File: src/rtl/addsub_arb_seq_pkg.sv
// Shared types for the nibble-serial add/sub sequencer: FSM states, nibble width,
// requester index and the two's-complement overflow rule.
package addsub_arb_seq_pkg;

    localparam int NIB = 4;

    typedef enum logic [1:0] {
        IDLE = 2'd0,
        CALC = 2'd1,
        DONE = 2'd2
    } state_e;

    typedef enum logic {
        REQ0 = 1'b0,
        REQ1 = 1'b1
    } req_idx_t;

    // Operands agree in sign (B flipped for subtract) but result sign differs.
    function automatic logic add_ovf(input logic a_msb, input logic b_msb,
                                     input logic sub, input logic r_msb);
        return (a_msb == (b_msb ^ sub)) && (r_msb != a_msb);
    endfunction

endpackage

File: src/rtl/addsub_arb_seq_if.sv
// Requester handshakes, shared result bus and the external 4-bit adder unit port.
// slave = sequencer side, master = requesters + adder unit side.
interface addsub_arb_seq_if
    import addsub_arb_seq_pkg::*;
#(
    parameter int NNIB = 2
);
    localparam int W = NIB * NNIB;

    logic           req0, sub0, done0;
    logic [W-1:0]   a0, b0;
    logic           req1, sub1, done1;
    logic [W-1:0]   a1, b1;
    logic [W-1:0]   result;
    logic           cout, ovf;
    logic [NIB-1:0] au_a, au_b, au_s;
    logic           au_sel, au_cin, au_cout;

    modport slave (
        input  req0, sub0, a0, b0, req1, sub1, a1, b1, au_s, au_cout,
        output done0, done1, result, cout, ovf, au_a, au_b, au_sel, au_cin
    );

    modport master (
        output req0, sub0, a0, b0, req1, sub1, a1, b1, au_s, au_cout,
        input  done0, done1, result, cout, ovf, au_a, au_b, au_sel, au_cin
    );

endinterface

File: src/rtl/addsub_arb_seq_rr_arb2.sv
// Two-input round-robin arbiter; last grant starts at requester 1 so requester 0
// wins the first tie.
module rr_arb2
    import addsub_arb_seq_pkg::*;
(
    input  logic     clk,
    input  logic     rst,
    input  logic     i_req0,
    input  logic     i_req1,
    input  logic     i_en,
    output logic     o_gnt,
    output req_idx_t o_idx
);

    req_idx_t r_last;
    req_idx_t w_idx;

    always_comb begin
        w_idx = REQ0;
        if (i_req0 && i_req1)
            w_idx = (r_last == REQ0) ? REQ1 : REQ0;
        else if (i_req1)
            w_idx = REQ1;
    end

    assign o_gnt = i_en && (i_req0 || i_req1);
    assign o_idx = w_idx;

    always_ff @(posedge clk) begin
        if (rst)
            r_last <= REQ1;
        else if (o_gnt)
            r_last <= w_idx;
    end

endmodule

File: src/rtl/addsub_arb_seq.sv
// Shares one external 4-bit adder/subtractor between two requesters, running a
// W-bit add/sub one nibble per cycle (LSB first) with the carry held in a register.
module addsub_arb_seq
    import addsub_arb_seq_pkg::*;
#(
    parameter int NNIB = 2
)(
    input  logic            clk,
    input  logic            rst,
    addsub_arb_seq_if.slave bus
);

    localparam int W  = NIB * NNIB;
    localparam int KW = (NNIB > 1) ? $clog2(NNIB) : 1;

    state_e         r_state, w_state_nxt;
    logic [KW-1:0]  r_k;
    logic [W-1:0]   r_a, r_b, r_result, w_res_nxt;
    logic           r_sub, r_carry, r_cout, r_ovf;
    req_idx_t       r_idx;

    logic           w_gnt, w_last_nib;
    req_idx_t       w_gidx;
    logic [NIB-1:0] w_au_a, w_au_b;
    logic           w_au_sel, w_au_cin, w_done0, w_done1;

    rr_arb2 u_arb (
        .clk    (clk),
        .rst    (rst),
        .i_req0 (bus.req0),
        .i_req1 (bus.req1),
        .i_en   (r_state == IDLE),
        .o_gnt  (w_gnt),
        .o_idx  (w_gidx)
    );

    assign w_last_nib = (r_k == KW'(NNIB - 1));

    always_comb begin
        w_res_nxt = r_result;
        w_res_nxt[int'(r_k) * NIB +: NIB] = bus.au_s;
    end

    always_ff @(posedge clk) begin
        if (rst)
            r_state <= IDLE;
        else
            r_state <= w_state_nxt;
    end

    always_comb begin
        w_state_nxt = r_state;
        case (r_state)
            IDLE:    if (w_gnt) w_state_nxt = CALC;
            CALC:    if (w_last_nib) w_state_nxt = DONE;
            DONE:    w_state_nxt = IDLE;
            default: w_state_nxt = IDLE;
        endcase
    end

    // The adder bus is driven only while a nibble is in flight.
    always_comb begin
        w_au_a   = '0;
        w_au_b   = '0;
        w_au_sel = 1'b0;
        w_au_cin = 1'b0;
        w_done0  = 1'b0;
        w_done1  = 1'b0;
        if (r_state == CALC) begin
            w_au_a   = r_a[int'(r_k) * NIB +: NIB];
            w_au_b   = r_b[int'(r_k) * NIB +: NIB];
            w_au_sel = r_sub;
            w_au_cin = (r_k == '0) ? r_sub : r_carry;
        end
        if (r_state == DONE) begin
            w_done0 = (r_idx == REQ0);
            w_done1 = (r_idx == REQ1);
        end
    end

    always_ff @(posedge clk) begin
        if (rst) begin
            r_k      <= '0;
            r_a      <= '0;
            r_b      <= '0;
            r_sub    <= 1'b0;
            r_idx    <= REQ0;
            r_carry  <= 1'b0;
            r_result <= '0;
            r_cout   <= 1'b0;
            r_ovf    <= 1'b0;
        end else begin
            if (r_state == IDLE && w_gnt) begin
                r_idx <= w_gidx;
                r_a   <= (w_gidx == REQ1) ? bus.a1   : bus.a0;
                r_b   <= (w_gidx == REQ1) ? bus.b1   : bus.b0;
                r_sub <= (w_gidx == REQ1) ? bus.sub1 : bus.sub0;
                r_k   <= '0;
            end
            if (r_state == CALC) begin
                r_result <= w_res_nxt;
                r_carry  <= bus.au_cout;
                r_k      <= r_k + 1'b1;
                // Flags land with the final nibble so they are valid during DONE.
                if (w_last_nib) begin
                    r_cout <= bus.au_cout;
                    r_ovf  <= add_ovf(r_a[W-1], r_b[W-1], r_sub, w_res_nxt[W-1]);
                end
            end
        end
    end

    assign bus.au_a   = w_au_a;
    assign bus.au_b   = w_au_b;
    assign bus.au_sel = w_au_sel;
    assign bus.au_cin = w_au_cin;
    assign bus.done0  = w_done0;
    assign bus.done1  = w_done1;
    assign bus.result = r_result;
    assign bus.cout   = r_cout;
    assign bus.ovf    = r_ovf;

endmodule

File: src/flat_wrapper.sv
// flat-port wrapper written by rule: the top's interface ports become plain ports
module addsub_arb_seq_flat import addsub_arb_seq_pkg::*;
#(
    parameter int NNIB = 2
)
  (clk, rst, bus_req0, bus_sub0, bus_a0, bus_b0, bus_req1, bus_sub1, bus_a1, bus_b1, bus_au_s, bus_au_cout, bus_done0, bus_done1, bus_result, bus_cout, bus_ovf, bus_au_a, bus_au_b, bus_au_sel, bus_au_cin);
  addsub_arb_seq_if #(.NNIB(NNIB)) bus_i ();
  input  logic clk;
  input  logic rst;
  input wire logic [$bits(bus_i.req0)-1:0] bus_req0;
  input wire logic [$bits(bus_i.sub0)-1:0] bus_sub0;
  input wire logic [$bits(bus_i.a0)-1:0] bus_a0;
  input wire logic [$bits(bus_i.b0)-1:0] bus_b0;
  input wire logic [$bits(bus_i.req1)-1:0] bus_req1;
  input wire logic [$bits(bus_i.sub1)-1:0] bus_sub1;
  input wire logic [$bits(bus_i.a1)-1:0] bus_a1;
  input wire logic [$bits(bus_i.b1)-1:0] bus_b1;
  input wire logic [$bits(bus_i.au_s)-1:0] bus_au_s;
  input wire logic [$bits(bus_i.au_cout)-1:0] bus_au_cout;
  output wire logic [$bits(bus_i.done0)-1:0] bus_done0;
  output wire logic [$bits(bus_i.done1)-1:0] bus_done1;
  output wire logic [$bits(bus_i.result)-1:0] bus_result;
  output wire logic [$bits(bus_i.cout)-1:0] bus_cout;
  output wire logic [$bits(bus_i.ovf)-1:0] bus_ovf;
  output wire logic [$bits(bus_i.au_a)-1:0] bus_au_a;
  output wire logic [$bits(bus_i.au_b)-1:0] bus_au_b;
  output wire logic [$bits(bus_i.au_sel)-1:0] bus_au_sel;
  output wire logic [$bits(bus_i.au_cin)-1:0] bus_au_cin;
  assign bus_i.req0 = bus_req0;
  assign bus_i.sub0 = bus_sub0;
  assign bus_i.a0 = bus_a0;
  assign bus_i.b0 = bus_b0;
  assign bus_i.req1 = bus_req1;
  assign bus_i.sub1 = bus_sub1;
  assign bus_i.a1 = bus_a1;
  assign bus_i.b1 = bus_b1;
  assign bus_i.au_s = bus_au_s;
  assign bus_i.au_cout = bus_au_cout;
  assign bus_done0 = bus_i.done0;
  assign bus_done1 = bus_i.done1;
  assign bus_result = bus_i.result;
  assign bus_cout = bus_i.cout;
  assign bus_ovf = bus_i.ovf;
  assign bus_au_a = bus_i.au_a;
  assign bus_au_b = bus_i.au_b;
  assign bus_au_sel = bus_i.au_sel;
  assign bus_au_cin = bus_i.au_cin;
  addsub_arb_seq #(.NNIB(NNIB)) u_core (.clk(clk), .rst(rst), .bus(bus_i));
endmodule
File: config.mk
export PLATFORM = sky130hd
export DESIGN_NAME = addsub_arb_seq_flat
export DESIGN_NICKNAME = d
export VERILOG_FILES = /design/src/rtl/addsub_arb_seq_pkg.sv /design/src/rtl/addsub_arb_seq_if.sv /design/src/rtl/addsub_arb_seq_rr_arb2.sv /design/src/rtl/addsub_arb_seq.sv /design/src/flat_wrapper.sv
export SDC_FILE = /design/constraint.sdc
export NUM_CORES = 1
export LEC_CHECK = 0
export ABC_AREA = 0
export BUFFER_PORTS_ARGS = -buffer_cell sky130_fd_sc_hd__buf_4
export CAP_MARGIN = 20
export CORE_MARGIN = 10
export CORE_UTILIZATION = 41
export DETAILED_ROUTE_END_ITERATION = 10
export GPL_ROUTABILITY_DRIVEN = 0
export PLACE_DENSITY = 0.67
export SLEW_MARGIN = 20
export SYNTH_ARGS = -nofsm -noshare
export SYNTH_HDL_FRONTEND = slang
export SYNTH_SLANG_ARGS = --single-unit
File: constraint.sdc
create_clock -name clk -period 1.7 [get_ports clk]
set_input_delay 0.51 -clock clk [delete_from_list [all_inputs] [get_ports clk]]
set_output_delay 0.51 -clock clk [all_outputs]
set_load 0.01 [all_outputs]
==> results.md <==
## Critical path
* register to primary output — path type of the worst setup path
* sky130_fd_sc_hd__dfxtp_4 — CP max-delay cell
* primary output — endpoint class of the critical path
* 1.19 ns — critical path data required time
* sky130_fd_sc_hd__buf_6 — most numerous cell on the critical path
* nor3b_4 -> buf_6 -> a22o_1 -> buf_6 — crit-path cells
* 8 — CP Max Fanout
* 0.36 ns — largest stage delay on the critical path
* 1.34 ns — Data arrival, critical path
* register — element type at the critical path start

## Timing
* -0.1470 ns — fin worst setup slack
* 1.086 — period utilization
* 1.847 ns — clock period minus worst slack
* 0 — Final Hold Fails
* true — unrepaired setup endpoints after global routing
* 0.6875 — worst slew margin relative to its limit
* 0 — Max Slew Vio Count
* 0.5414 GHz — Fmax achieved
* 0.006126 ns — clock skew
* 12 — count of endpoints failing setup in the final report
* 0.4677 ns — slew of the pin with the lowest slew margin

## Floorplan
* 22 — placement row count
* 0.003744 sq mm — core area
* 82.99 um — die outline width
* 0.4345 — starting utilization of the core area
* 82.99 um — chip height
* 65 — boundary pin count
* 0.006887 sq mm — area of the die

## Placement
* 64 — number of buffers added on ports
* 0.002155 sq mm — cell area after placement
* 3.407 mm — HPWL reported at the end of detailed placement
* 290 — Cells after DPL

## Finish
* 297 — count of nets after finishing
* 0.4000 — fraction of layout instances using a drive strength above 1
* 0 — number of inserted diodes
* 0.002405 sq mm — Final Instance Area
* 303 — final cell count without fillers
* 47.85% — area growth from synthesis to final layout

## Power and ir drop
* 0.342 — clock network fraction of design power
* 603.7 uW — Net Sw Power
* 0.2706 — Net Sw Frac
* 0.250 — combinational fraction of design power
* 927.7 mW/mm^2 — power density over the cells
* 0.408 — proportion of power drawn by flip-flops and latches
* 503.0 uV — peak ir drop on the vdd network
* 1.054 nW — Pleak
* 1.627 mW — P_int
* 2.231 mW — Overall Power

## Detailed routing
* 0 — Final ANT Viol Nets
* 73 — iteration-0 DRC count of the detailed router
* 2.138 mm — wire length on met1
* 4.882 mm — wire length reported by the detailed router
* 0 — detailed-route DRC error count
* 1589 — Vias
* 4 — detailed-routing iteration count for the pre-antenna-repair pass
* 439 um — routed wire length on met3
* 5.244 — average via count per standard cell
* met4 — highest routed layer
* 2.228 mm — total met2 wirelength after detailed routing
* 16.11 um — average detailed-routed wire length per instance

## CTS
* sky130_fd_sc_hd__clkbuf_8 — Root Buffer Master
* done — clock tree from TritonCTS
* 5 — TritonCTS Buffers
* 0.28 ns — clk_lat worst skew
* 33 — count of clock tree sinks
* 2 — H-tree levels
* 0.07 ns — clock transition time at the flip-flop clock pins of the worst setup and hold paths
* 2 — CTS max path bufs

## Logic synthesis
* sky130_fd_sc_hd__nand2_1 — most frequent cell after synthesis
* 31 — distinct cell type count after synthesis
* sky130_fd_sc_hd__dfxtp_1 41%, sky130_fd_sc_hd__nand2_1 10%, sky130_fd_sc_hd__a311oi_1 7.5% — cell types with the largest area share after synthesis
* 0.001627 sq mm — area of the mapped netlist
* 0 — post-synthesis async set-or-reset flop share
* sky130_fd_sc_hd__dfxtp_1 — top flip-flop cell by instance count after synthesis
* 33 — flops & latches, synth
* 0.4062 — share of the yosys chip area belonging to registers
* 183 — post-synthesis instance total
* 0 — yosys warns
* 8.888 sq um — mean area per synthesized cell
* 226 — net count after synthesis
* sky130_fd_sc_hd__dfxtp_1 — post-synth top area cell
* 44 x sky130_fd_sc_hd__nand2_1, 33 x sky130_fd_sc_hd__dfxtp_1, 24 x sky130_fd_sc_hd__a21oi_1 — most frequent cells after synthesis
* 0.4062 — share of Yosys cell area claimed by the top area cell type
* 0 — EDFF count, synth

## Global route
* 0 — antenna violations before repair
* 0 — sum of overflow across all layers after global routing
* 34 — pin count of the biggest net entering global routing
* 1643 — number of global-route vias before repair
* 0.1327 — global routing usage summed across all routing layers
* 7.886 mm — global-route wire length before repair

## Flow run
* 0 — total of max-cap violations

## Outcome
* complete, but fails checks — status
* negative setup slack — violations in the final reports

## Min path
* register to register — worst hold path type

## worst max-delay path, delay by kind of cell, from the launching register on
kind | cells | cell delay (ns)
AOI/OAI and AO/OA | 1 | 0.17
buffers and inverters | 2 | 0.28
DFF | 1 | 0.36
and+or+nand+nor | 1 | 0.25
## layer usage
metal	track usage	vias to the layer above
met5	0	-
met4	0.04462	0
met3	0.06348	7
met2	0.2011	60
met1	0.1594	727
li1	-	795
## flip-flops by register name, indices dropped and copies added (netlist names)
signal / count
u_core.bus.result: 8
u_core.r_a: 8
u_core.r_b: 8
u_core.r_state: 2
u_core.bus.cout: 1
u_core.bus.ovf: 1
u_core.r_carry: 1
u_core.r_idx: 1
u_core.r_k: 1
u_core.r_sub: 1
u_core.u_arb.r_last: 1
## cells by family (layout without fill, tap and decap cells)
family / after synthesis / in the layout / share of synthesized area
compound gates: 56 / 56 / 0.2585
mux: 6 / 6 / 0.03692
xor+xnor: 1 / 1 / 0.005386
buf+inv: 16 / 88 / 0.08153
flops: 33 / 33 / 0.4062
simple gates: 71 / 71 / 0.2115
## power groups by stage
stage,clock network [mW],logic [mW],registers [mW]
2_1_floorplan,0,0.324,0.912
3_3_place_gp,0,0.515,0.926
3_5_place_dp,0,0.519,0.923
4_1_cts,0.773,0.546,0.907
5_1_grt,0.799,0.611,0.918
6_report,0.763,0.557,0.911
## cell type report
| type | count | area [sq um] |
|---|---|---|
| fill | 354 | 1339 |
| multi-input combinational | 134 | 855.8 |
| timing repair buffer | 80 | 705.7 |
| sequential | 33 | 666.9 |
| clock buffer | 7 | 86.33 |
| tap | 48 | 60.06 |
| clock inverter | 1 | 30.03 |
## metrics by stage
step                      setup TNS (ns)  setup slack, ns  hold slack, ns  utilization
final                             -1.459          -0.1470          0.4557       0.6424
after global routing              -2.120          -0.2003          0.4783       0.6424
after CTS                         -1.226          -0.1447          0.4591       0.6300
after detailed placement               0          0.07460          0.4494       0.5755
after global placement                 0           0.1048          0.4443       0.5755
after floorplan                        0          0.02706          0.4613            -
## layout by cell type (no fill, tap or decap), drive strengths merged
cell and n:
a211oi 2, a21bo 1, a21boi 1, a21oi 24, a22o 9, a311oi 17
and2 1, and3b 2, buf 80, bufinv 1, clkbuf 7, dfxtp 33
mux2i 6, nand2 44, nand3 1, nand3b 2, nor2 13, nor2b 3
nor3 1, nor3b 2, o21ai 2, or2 2, xnor2 1
## what timing repair did
item,in CTS,in global routing
pin swaps,0,2
hold endpoints to repair,0,0
hold buffers,0,0
setup buffers,4,1
resized for setup,17,11
setup endpoints to repair,10,12
cloned,0,0
## worst paths after layout
| check | depth (start not counted) | endpoint | slack (ns) | from |
|---|---|---|---|---|
| hold reg to reg | 2 | u_core.bus.result[4] | 0.46 | u_core.bus.result[4] |
| hold / removal | 2 | u_core.bus.result[4] | 0.46 | u_core.bus.result[4] |
| setup reg to reg | 6 | u_core.r_b[7] | 0.09 | u_core.r_state[1] |
| setup / recovery | 4 | bus_au_b[2] | -0.15 | u_core.r_state[1] |
(Power assumes the default switching activity.)
